<file path="src/rtl/seq_detector_param.sv">
// Parameterized serial pattern detector with a registered match flag and a saturating
// match counter. It supports overlapped and non-overlapped detection.
module seq_detector_param #(
  parameter int PAT_LEN = 5,
  parameter int CNT_W   = 8
) (
  input  logic               clk,
  input  logic               res_n,
  input  logic               DATA_in,
  input  logic               data_valid,
  input  logic [PAT_LEN-1:0] pattern,
  input  logic               overlap_en,
  input  logic               clear,
  output logic               DATA_out,
  output logic [CNT_W-1:0]   match_count,
  output logic               count_sat
);

  localparam int             FW       = $clog2(PAT_LEN + 1);
  localparam logic [FW-1:0]  FILL_MAX = FW'(PAT_LEN);
  localparam logic [CNT_W-1:0] CNT_MAX = {CNT_W{1'b1}};

  logic [PAT_LEN-1:0] hist, hist_n;
  logic [FW-1:0]      fill, fill_n;
  logic               match;

  // Next-state history and fill are computed for every cycle.
  // They are committed only in valid cycles that are not cleared.
  always_comb begin
    hist_n = {hist[PAT_LEN-2:0], DATA_in};
    fill_n = (fill == FILL_MAX) ? fill : fill + FW'(1);
    match  = data_valid && !clear && (fill_n == FILL_MAX) && (hist_n == pattern);
  end

  always_ff @(posedge clk or negedge res_n) begin
    if (!res_n) begin
      hist        <= '0;
      fill        <= '0;
      DATA_out    <= 1'b0;
      match_count <= '0;
    end else if (clear) begin
      hist        <= '0;
      fill        <= '0;
      DATA_out    <= 1'b0;
      match_count <= '0;
    end else if (data_valid) begin
      hist     <= hist_n;
      // In non-overlapped mode a match consumes the window, so a fresh window is needed next.
      fill     <= (match && !overlap_en) ? '0 : fill_n;
      DATA_out <= match;
      if (match && (match_count != CNT_MAX))
        match_count <= match_count + CNT_W'(1);
    end else begin
      DATA_out <= 1'b0;
    end
  end

  assign count_sat = (match_count == CNT_MAX);

endmodule

</file>
<file path="config.mk">
export PLATFORM = sky130hd
export DESIGN_NAME = seq_detector_param
export DESIGN_NICKNAME = d
export VERILOG_FILES = /design/src/rtl/seq_detector_param.sv
export SDC_FILE = /design/constraint.sdc
export NUM_CORES = 1
export LEC_CHECK = 0
export ABC_AREA = 1
export CAP_MARGIN = 0
export CORE_MARGIN = 4
export CORE_UTILIZATION = 25
export CTS_BUF_LIST = sky130_fd_sc_hd__clkbuf_2 sky130_fd_sc_hd__clkbuf_4 sky130_fd_sc_hd__clkbuf_8
export CTS_CLUSTER_DIAMETER = 30
export CTS_CLUSTER_SIZE = 20
export DETAILED_ROUTE_END_ITERATION = 10
export PLACE_DENSITY_LB_ADDON = 0.12
export SYNTH_ARGS = -nofsm -noshare
export SYNTH_HDL_FRONTEND = slang
export SYNTH_SLANG_ARGS = --single-unit
</file>
<file path="constraint.sdc">
create_clock -name clk -period 1.8 [get_ports clk]
set_input_delay 0.18 -clock clk [delete_from_list [all_inputs] [get_ports clk]]
set_output_delay 0.18 -clock clk [all_outputs]
set_load 0.02 [all_outputs]
</file>
# ---- Word level (Yosys, flattened, before mapping)
# Index checks and enable logic that the tools add are counted.
dict set report totals {
  regBits 16
  elab_cells 32
  in_bits 11
  out_inout_bits 10
}
dict set report classes {
  n_eq_ne 5
  mux 11
  n_reduce_logical 10
  add_sub_neg 2
}
# cell count
set op_table {}
lappend op_table {{two-way mux 8 bit} 3}
lappend op_table {{two-way mux 3 bit} 4}
lappend op_table {{adder 8 x 1 -> 8 bit, second input constant} 1}
lappend op_table {{== test 8 bit, second input constant} 1}
lappend op_table {{two-way mux 4 bit} 2}
lappend op_table {{!= test 8 bit, second input constant} 1}
lappend op_table {{== test 3 bit, second input constant} 2}
lappend op_table {{== test 5 bit} 1}
lappend op_table {{logical AND 1 bit} 5}
lappend op_table {{nonzero test 2 bit} 2}
lappend op_table {{adder 3 x 1 -> 3 bit, second input constant} 1}
lappend op_table {{logical NOT 1 bit} 2}
lappend op_table {{two-way mux 1 bit} 2}
lappend op_table {{AND reduction 2 bit} 1}

# ---- Depth between registers and ports, before layout
dict set report logic_depth {
  depth_word 9
  ltp_mapped 11
  ltp_nobuf 11
}

# ---- Worst setup path before layout
# No wires, ideal clock.
dict set report synth_path {
  kind {register to register}
  from {reg match_count[0]}
  to {reg match_count[5]}
  path_stages_with_launch 8
  setup_time_ps 119
  required_time_ps 1681
  slack_ps 322
  path_buffers 0
  arrival_time_ps 1360
  cell_sequence {dfrtp_1 ha_1 nand2_1 nor2_2 a21oi_1 nand3_4 nand3_1 nand2_1}
}
dict set report synth_between {
  elab_chain_cells 4
  elab_cells_between_ends 8
  cone_classes {add/sub (1); eq/ne (1); mux (3); reduce/logical (3)}
}
# item line_no
set synth_rtl {}
lappend synth_rtl {{from (decl)} 15} ;# output logic [CNT_W-1:0] match_count,
lappend synth_rtl {{from (signal assigned)} 52} ;# match_count <= match_count + CNT_W'(1);
lappend synth_rtl {{adder 8 x 1 -> 8 bit / != test 8 bit (equally long branches)} {52, 51}}
lappend synth_rtl {{two-way mux 8 bit / logical AND 1 bit (equally long branches)} 51} ;# if (match && (match_count != CNT_MAX))
lappend synth_rtl {{two-way mux 8 bit / nonzero test 2 bit (equally long branches)} -}
lappend synth_rtl {{two-way mux 8 bit / AND reduction 2 bit (equally long branches)} -}
# Parallel ways exist; a longest one is shown, timed or not. The select of a mux whose other input is x is not followed.
# A chain may end at the register's enable or synchronous reset.

# ---- Final worst setup path
dict set report layout_path {
  from {reg fill[1]}
  to {reg fill[2]}
}
dict set report layout_between {
  elab_chain_cells 9
  elab_cells_between_ends 10
  cone_classes {add/sub (1); eq/ne (2); mux (4); reduce/logical (3)}
}
# item line_no
set layout_rtl {}
lappend layout_rtl {{from (decl)} 24} ;# logic [FW-1:0] fill, fill_n;
lappend layout_rtl {{from (signal assigned)} 49} ;# fill <= (match && !overlap_en) ? '0 : fill_n;
lappend layout_rtl {{adder 3 x 1 -> 3 bit / == test 3 bit (equally long branches)} 31} ;# fill_n = (fill == FILL_MAX) ? fill : fill + FW'(1);
lappend layout_rtl {{two-way mux 3 bit *} 31}
lappend layout_rtl {{== test 3 bit} 32} ;# match = data_valid && !clear && (fill_n == FILL_MAX) && (hist_n == pattern);
lappend layout_rtl {{logical AND 1 bit (2 in series)} 32}
lappend layout_rtl {{logical AND 1 bit} 49}
lappend layout_rtl {{two-way mux 3 bit *} 49}
lappend layout_rtl {{two-way mux 3 bit *} 46} ;# end else if (data_valid) begin
lappend layout_rtl {{two-way mux 3 bit *} 41} ;# end else if (clear) begin
# Every way passes the cells marked *; elsewhere a longest branch is shown, timed or not. The select of a mux whose other input is x is not followed.

==> out/qor.yml <==
finalMaxSlewViolations: 0
gp_congestion: 0.738
clockBufferDepth: 2
dp.cells: 237
grt.total_usage_pct: 10.6
layout_min_cycle_time_ps: 1660
n_fill_cell: 479
cp-end-kind: "flip-flop"
nNetsFinal: 205
drc: 0
grt_max_degree: 17
leakage_nw: 0.752
synthTopCellsByArea: "dfrtp_1 (36%), nand2_1 (16%), inv_1 (10%)"
io_pins: 21
maxSlewHeadroom_pct: 73.2
synthFlopType: "dfrtp_1"
yosysWarnings: 0
antenna_found_initial: 0
cts_buffers: 3
ys_top_cells_by_count: "nand2_1 (48), inv_1 (31), nand3_1 (17)"
hold_class: "in -> async"
maxCapViolCount: 0
clk_pin_slew_ps: 70
synth-async-reset-ratio_pct: 100
dp_hpwl_mm: 2.23
cp.required_ps: 1950
seq_area_frac_synth_pct: 36.0
grt-ovfl-total: 0
regArea_um2: 400
crit_arrival_ps: 1810
drt_iter0_markers: 40
multi_input_comb_area_um2: 592
clock_latency_ps: 250
htreeDepth: 1
finalNonFillerCells: 241
port_buffers: 20
layout-drive-gt1-share_pct: 14.8
drt_wl_total_mm: 2.85
fmax_mhz: 602
crit_top_cell: "nand2_2"
synth.cell_area_mm2: 0.00111
die-area_mm2: 0.00559
final_area_mm2: 0.00149
setup_viol: 0
ys_ff_latch: 16
power.density_mw_per_mm2: 516
crit_path_max_fanout: 8
worst_slack_ps: 138
critical_path_class: "reg -> reg"
yosys.area.top_type: "dfrtp_1"
cts_tree: "built"
path_cells: "inv_1 -> ha_1 -> nand2_2 -> nand2_2 -> nand2_2 -> nor2_4 -> nand3_2 -> nor2_4 -> nand2_2 -> nand2_1 -> nand2_1"
synth_top_area_share_pct: 36.0
first_global_vias: 1036
start_kind: "flip-flop"
fp-row-count: 24
cpMaxStageDelayCell: "dfrtp_1"
avgRoutedWirePerCell_um: 11.8
root_buffer: "clkbuf_8"
syn_inst: 158
synth_edf_count: 0
num_vias: 1095
grt_pass1_wl_mm: 4.57
core_mm2: 0.00432
hold_violations: 0
postRouteAntennaNets: 0
die_w_um: 74.7
finClkSkew_ps: 4.08
syn_to_final_growth_pct: 33.7
start_util_pct: 25.8
clock_sinks: 16
tightest_slew_ps: 401
viasPerCell: 4.54
timing.final.crit_share_pct: 92.3
yosys.cell_count.top_type: "nand2_1"
syn_nets: 172
diodes: 0
cp_slowest_stage_delay_ps: 410
ir_drop_mv: 0.232
dieHeight_um: 74.7
dp_slack_ps: 92.1
place_area_mm2: 0.00144
drt-pass1-iter-count: 4
post-route-util_pct: 34.4
synth_cell_types: 21
syn_area_per_cell_um2: 7.05
status: "finished clean"
cts_hold_repair.buffers: 0
## placed cells by master (no fill, tap or decap), drive strengths merged
master	instances
dlygate4sd2	1
nand3	19
clkbuf	3
ha	3
buf	10
o21ai	1
nor3	2
a21oi	1
inv	31
nand4	8
xnor2	2
nand2	53
nand3b	1
nor2	11
nor4	1
dfrtp	16
xor2	2
o22ai	5
clkdlybuf4s50	19
## worst max-delay path: cells and delay by family, from the launching register on
family | cells | cell delay [ps]
fa+ha+maj | 1 | 190
buf+inv | 1 | 90
flops | 1 | 410
simple gates | 9 | 870
## area by class of cell
| cell class | count | share of cell area [%] |
|---|---|---|
| Tap cell | 52 | 4.37 |
| Multi-Input combinational cell | 109 | 39.7 |
| Clock buffer | 3 | 2.77 |
| Timing Repair Buffer | 30 | 18.4 |
| Inverter | 31 | 7.82 |
| Sequential cell | 16 | 26.9 |
## power by group
part | internal (W) | switching, W | total (W)
clock network | 0.000148 | 0.000128 | 0.000276
registers | 0.000366 | 0.00000762 | 0.000374
logic | 0.0000500 | 0.0000684 | 0.000118
## final timing paths
path / from / slack [ps] / depth (start not counted) / endpoint
min reg2reg: match_count[7] / 560 / 2 / match_count[7]
min in group clk: DATA_in / 560 / 3 / hist[0]
min: res_n / 260 / 2 / hist[2]
max in group asynchronous: res_n / 1350 / 2 / match_count[6]
max reg2reg: fill[1] / 140 / 11 / fill[2]
max: fill[1] / 140 / 11 / fill[2]
## sequential cells by signal, summed over array words and instances (netlist names)
name	flops
hist	4
fill	3
match_count	8
DATA_out	1
## cells by family after synthesis
| kind of cell | count (synthesis) | synth area share (%) |
|---|---|---|
| AND/OR/NAND/NOR | 95 | 42.1 |
| buffers and inverters | 33 | 11.3 |
| flip-flops | 16 | 36.0 |
| AO/OA/AOI/OAI | 7 | 4.04 |
| XOR/XNOR | 4 | 3.15 |
| adder cells (fa/ha/maj) | 3 | 3.37 |
## stage by stage
step	setup TNS, ps	total power [W]	hold WS [ps]
global placement	0	0.000495	539
detailed placement	0	0.000497	532
floorplan	0	0.000446	-116
CTS	0	0.000783	258
finish	0	0.000768	256
global route	-5.55	0.000806	273
## layer usage
layer / vias up / part of all wire (%) / global-route usage, % / wire, um
met4: 0 / 0.95 / 3.36 / 27
met5: - / 0 / 0 / 0
met2: 25 / 49 / 17.1 / 1390
met1: 503 / 46 / 14.4 / 1310
met3: 4 / 4.3 / 2.00 / 123
li1: 563 / - / - / -
## what timing repair did
| item | in CTS | in global routing |
|---|---|---|
| pin swaps | 0 | 1 |
| endpoints found under the hold margin | 0 | 0 |
| setup buffers | 0 | 1 |
| resized for setup | 1 | 1 |
| endpoints found under the setup margin | 1 | 2 |
Note: power is estimated with default switching activity, not from simulation.
==> variant 1, RTL diff (config.mk and constraints unchanged) <==
The parameter `CNT_W` goes from 8 to 12.
--- a/src/rtl/seq_detector_param.sv
+++ b/src/rtl/seq_detector_param.sv
@@ -2,7 +2,7 @@
 // match counter. It supports overlapped and non-overlapped detection.
 module seq_detector_param #(
   parameter int PAT_LEN = 5,
-  parameter int CNT_W   = 8
+  parameter int CNT_W   = 12
 ) (
   input  logic               clk,
   input  logic               res_n,
Interface: changed (resized match_count); port bits go from 21 to 25. The function was not compared with the original's and may differ.
==> variant 1 against the original RTL <==
Worst setup slack improved by 0.096 ns. Worst hold slack improved by 0.019 ns. Highest routed layer unchanged. Area after synthesis rose by 29%. Wire length rose by 20%. Global-route usage fell by 0.077 points. Sequential cell count rose by 4. Cell area rose by 29%. Power rose by 11%. Maximum frequency rose by 6.1%. Die area rose by 26%.
==> variant 1: results (changes against the original RTL) <==
Parameter                              Value

Outcome
  Outcome ... completed

Setup path
  Crit-path leading delay family ... buffers and inverters
  CP max FO ... 6 (-2)
  Cell at the slowest stage of the critical path ... sky130_fd_sc_hd__clkdlybuf4s50_1
  Biggest cell delay along the critical path ... 0.60 ns (+0.19 ns)
  Signal arrival time at the worst endpoint ... 1.39 ns (-0.42 ns)

Layout
  Number of inserted filler cells in the final layout ... 629 (+31%)
  Largest regs ... match_count: 12 flops, hist: 4 flops, fill: 3 flops
  Count of nets after finishing ... 247 (+20%)
  Post-route cell area ... 1920 um^2 (+29%)
  Fraction of final layout cells sized beyond drive strength 1 ... 0.216 (+0.0683)

Global routing
  Met3 Use GR ... 0.0306 (+0.0106)
  Grt met2 use ... 0.185 (+0.0144)
  Via count of the first global-routing pass ... 1267 (+22%)
  Maximum number of pins on one net before global-route repair ... 25 (+8)
  Overall track demand over capacity in global routing ... 0.105 (-0.000766)
  Met1 track demand over resource ... 0.129 (-0.0151)
  Global-route wire length before repair ... 6040 um (+32%)

Detailed routing
  Post-detailed-routing wire length ... 3430 um (+20%)
  Vias per cell ... 4.18 (-8.0%)
  Routed length on met3 ... 150 um (+22%)
  Starting DRC count in detailed routing ... 31 (-23%)
  Vias ... 1267 (+16%)

Synthesis
  Largest cells by area after synthesis ... sky130_fd_sc_hd__dfrtp_1 (35%), sky130_fd_sc_hd__nand2_1 (14%), sky130_fd_sc_hd__nand3_2 (8.4%)
  Adder-cell share of the synthesized area ... 0.0261 (-0.00758)
  Synthesized instance count ... 190 (+20%)
  Compound-cell area share of the yosys netlist ... 0.0366 (-0.00386)
  Most numerous cell types in the synthesized netlist ... sky130_fd_sc_hd__nand2_1 (54), sky130_fd_sc_hd__inv_1 (27), sky130_fd_sc_hd__nand3_1 (23)
  Post-Synthesis Net Count ... 204 (+19%)
  Proportion of synthesized chip area in sequential cells ... 0.348 (-0.0111)

Timing
  Clock tree skew after final layout ... 0.00781 ns (+0.00373 ns)

Pwr
  LEAKAGE ... 0.000958 uW (+27%)
  Peak supply drop ... 0.282 mV (+22%)

Place
  Placement-stage worst setup slack ... 0.0881 ns (-0.00393 ns)
  DP Wirelength ... 2690 um (+20%)
  GPL Wtd Cong ... 0.724 (-1.9%)
  Number of buffers added on ports ... 24 (+20%)
## variant 1: cell types whose count changed in the layout (fill, tap and decap cells not counted), sizes merged, moves of 2 or more
cell,unedited run,this run
a21o,0,2
buf,10,18
clkdlybuf4s50,19,23
dfrtp,16,20
nand2,53,56
nand3,19,35
nor2,11,18
nor3,2,0
## variant 1: final timing paths
path	slack, ns	end	depth (start not counted)	from
max in group asynchronous	1.29	fill[1]	2	res_n
min reg2reg	0.56	hist[3]	2	hist[2]
min in group clk	0.53	hist[0]	3	DATA_in
max	0.23	match_count[2]	2	match_count[2]
max reg2reg	0.43	match_count[6]	9	match_count[0]
min	0.27	match_count[2]	2	res_n
## variant 1: power breakdown
group          switching, uW  total, uW  internal (uW)
Clock                    141        290            149
Combinational           60.8        105           43.8
Sequential              6.59        462            455
Total                    208        856            648
## variant 1: cell type report
cell class              count  area share
multi-input cells         134       0.401
flip-flops and latches     20       0.261
repair buffers             42       0.206
inverters                  32      0.0627
well taps                  72      0.0470
clock buffers               3      0.0215
==> variant 2, RTL diff (config.mk and constraints unchanged) <==
Without the edit above. Register the output `match_count` once more, without a reset; this adds one clock of latency there. The other outputs are not delayed to match.
--- a/src/rtl/seq_detector_param.sv
+++ b/src/rtl/seq_detector_param.sv
@@ -20,6 +20,8 @@
   localparam logic [FW-1:0]  FILL_MAX = FW'(PAT_LEN);
   localparam logic [CNT_W-1:0] CNT_MAX = {CNT_W{1'b1}};
 
+  logic [CNT_W-1:0] match_count_s0;
+
   logic [PAT_LEN-1:0] hist, hist_n;
   logic [FW-1:0]      fill, fill_n;
   logic               match;
@@ -37,25 +39,29 @@
       hist        <= '0;
       fill        <= '0;
       DATA_out    <= 1'b0;
-      match_count <= '0;
+      match_count_s0 <= '0;
     end else if (clear) begin
       hist        <= '0;
       fill        <= '0;
       DATA_out    <= 1'b0;
-      match_count <= '0;
+      match_count_s0 <= '0;
     end else if (data_valid) begin
       hist     <= hist_n;
       // In non-overlapped mode a match consumes the window, so a fresh window is needed next.
       fill     <= (match && !overlap_en) ? '0 : fill_n;
       DATA_out <= match;
-      if (match && (match_count != CNT_MAX))
-        match_count <= match_count + CNT_W'(1);
+      if (match && (match_count_s0 != CNT_MAX))
+        match_count_s0 <= match_count_s0 + CNT_W'(1);
     end else begin
       DATA_out <= 1'b0;
     end
   end
 
-  assign count_sat = (match_count == CNT_MAX);
+  assign count_sat = (match_count_s0 == CNT_MAX);
+
+  always_ff @(posedge clk) begin
+    match_count <= match_count_s0;
+  end
 
 endmodule
 
Formal check against the unedited RTL: not equivalent (Yosys sat finds a counterexample within 10 cycles, from zero or initial values).
==> variant 2 against the original RTL <==
Cell area is 13% higher. Final cell count is 9.5% higher. Area after synthesis is 14% higher. Sequential power is 47% higher. Power is 47% higher. Die area is 13% higher. Critical path type unchanged. Wire length is 1.1% lower. Sequential cell count is 8 higher. Worst hold slack worse by 0.024 ns. Combinational power is 3% lower. Worst setup slack better by 0.034 ns.
==> variant 2: results (changes against the original RTL) <==
Parameter                              Value

Pwr
  LEAKAGE ... 0.000821 uW (+9.3%)
  Internal power summed over all cells ... 887 uW (+57%)
  Peak supply drop ... 0.341 mV (+47%)

Global routing
  Global route overflow ... 0 (unchanged)
  Via count of the first global-routing pass ... 1039 (+0.29%)
  Grt met2 use ... 0.150 (-0.0209)
  Global-route wire length before repair ... 4800 um (+5.0%)
  Met1 track demand over resource ... 0.131 (-0.0130)
  Met3 Use GR ... 0.0261 (+0.00605)
  Antenna violations before repair ... 0 (unchanged)
  Overall track demand over capacity in global routing ... 0.0955 (-0.0105)

Synthesis
  Count of yosys warnings during synthesis ... 0 (unchanged)
  Largest cells by area after synthesis ... sky130_fd_sc_hd__dfrtp_1 (32%), sky130_fd_sc_hd__nand2_1 (14%), sky130_fd_sc_hd__dfxtp_1 (13%)
  Proportion of synthesized chip area in sequential cells ... 0.441 (+0.0818)
  Share of async-settable or async-resettable flops after synthesis ... 0.667 (-0.333)
  Post-Synthesis Net Count ... 179 (+4.1%)
  Library cells used by synthesis ... 22 (+4.8%)
  Most numerous cell types in the synthesized netlist ... sky130_fd_sc_hd__nand2_1 (48), sky130_fd_sc_hd__inv_1 (30), sky130_fd_sc_hd__nand3_1 (17)
  Most used flip-flop cell after synthesis ... sky130_fd_sc_hd__dfrtp_1
  Mean instance size in the synthesized netlist ... 7.70 um^2 (+9.2%)

Layout
  Largest regs ... match_count: 8 flops, match_count_s0: 8 flops, hist: 4 flops
  # diodes ... 0 (unchanged)
  Fraction of final layout cells sized beyond drive strength 1 ... 0.147 (-0.000940)
  Count of nets after finishing ... 212 (+3.4%)
  Number of inserted filler cells in the final layout ... 496 (+3.5%)

Place
  Placed cell count ... 260 (+9.7%)
  GPL Wtd Cong ... 0.781 (+5.8%)
  Placement-stage worst setup slack ... 0.0792 ns (-0.0129 ns)
  DP Wirelength ... 2210 um (-0.95%)

Detailed routing
  Starting DRC count in detailed routing ... 71 (+78%)
  Routed met1 length ... 1380 um (+4.8%)
  Vias per cell ... 4.19 (-7.7%)
  Vias ... 1107 (+1.1%)
  Met2 wire length ... 1300 um (-6.7%)
  Routed length on met3 ... 129 um (+4.9%)
  Post-detailed-routing wire length ... 2820 um (-1.1%)

Setup path
  Reg2reg path depth ... 9 (-2)
  Setup slack of the worst register-to-register path ... 0.17 ns (+0.03 ns)
  Endpoint type of the worst setup path ... register
  Signal arrival time at the worst endpoint ... 1.79 ns (-0.02 ns)
  Reg2reg end ... fill[0]

Timing
  Clock tree skew after final layout ... 0.00197 ns (-0.00211 ns)
  Slew at the pin closest to its max-slew limit ... 0.407 ns (+0.00599 ns)
  Final clock period utilization by the worst path ... 0.904 (-0.0191)

Clock tree
  Post-CTS Setup Inserts ... 0 (unchanged)
  Post_cts resized ... 1 (unchanged)
  Worst-skew pair later-pin latency ... 0.26 ns

Hold path
  Type of the tightest min-delay check ... input port to asynchronous set/reset pin

Outcome
  Outcome ... completed
-- variant 2: worst max-delay path: stages (launching register included) --
cell and delay (ns):
sky130_fd_sc_hd__dfrtp_1 0.41, sky130_fd_sc_hd__inv_1 0.08, sky130_fd_sc_hd__ha_1 0.18, sky130_fd_sc_hd__nand2_2 0.09
sky130_fd_sc_hd__o21ai_2 0.21, sky130_fd_sc_hd__nand3_2 0.13, sky130_fd_sc_hd__nor2_4 0.22, sky130_fd_sc_hd__nand2_2 0.08
sky130_fd_sc_hd__nand2_1 0.07, sky130_fd_sc_hd__nand2_1 0.04
-- variant 2: cells by family after synthesis --
logic type | after synthesis | share of synthesized area
AND/OR/NAND/NOR | 95 | 0.369
buffers and inverters | 32 | 0.0966
flip-flops | 24 | 0.441
AO/OA/AOI/OAI | 7 | 0.0355
XOR/XNOR | 4 | 0.0276
adder cells (fa/ha/maj) | 3 | 0.0296
-- variant 2: power by group through the flow --
stage / Combinational, uW / Sequential (uW) / Clock [uW]
after global routing: 129 / 551 / 506
after global placement: 113 / 560 / 0
after floorplan: 66.3 / 560 / 0
after detailed placement: 115 / 561 / 0
after CTS: 115 / 550 / 487
final: 114 / 550 / 470
-- variant 2: layout make-up --
cell class | count | area share
multi-input combinational | 109 | 0.348
clock buffer | 3 | 0.0245
sequential | 24 | 0.333
inverter | 30 | 0.0668
tap | 67 | 0.0497
timing repair buffer | 30 | 0.160
clock inverter | 1 | 0.0178
-- variant 2: stage by stage --
stage	util	hold slack [ns]	area (um^2)
after floorplan	-	-0.116	1270
after global placement	0.336	0.422	1620
after detailed placement	0.336	0.423	1620
after CTS	0.351	0.232	1690
after global routing	0.350	0.245	1690
final	0.350	0.232	1690
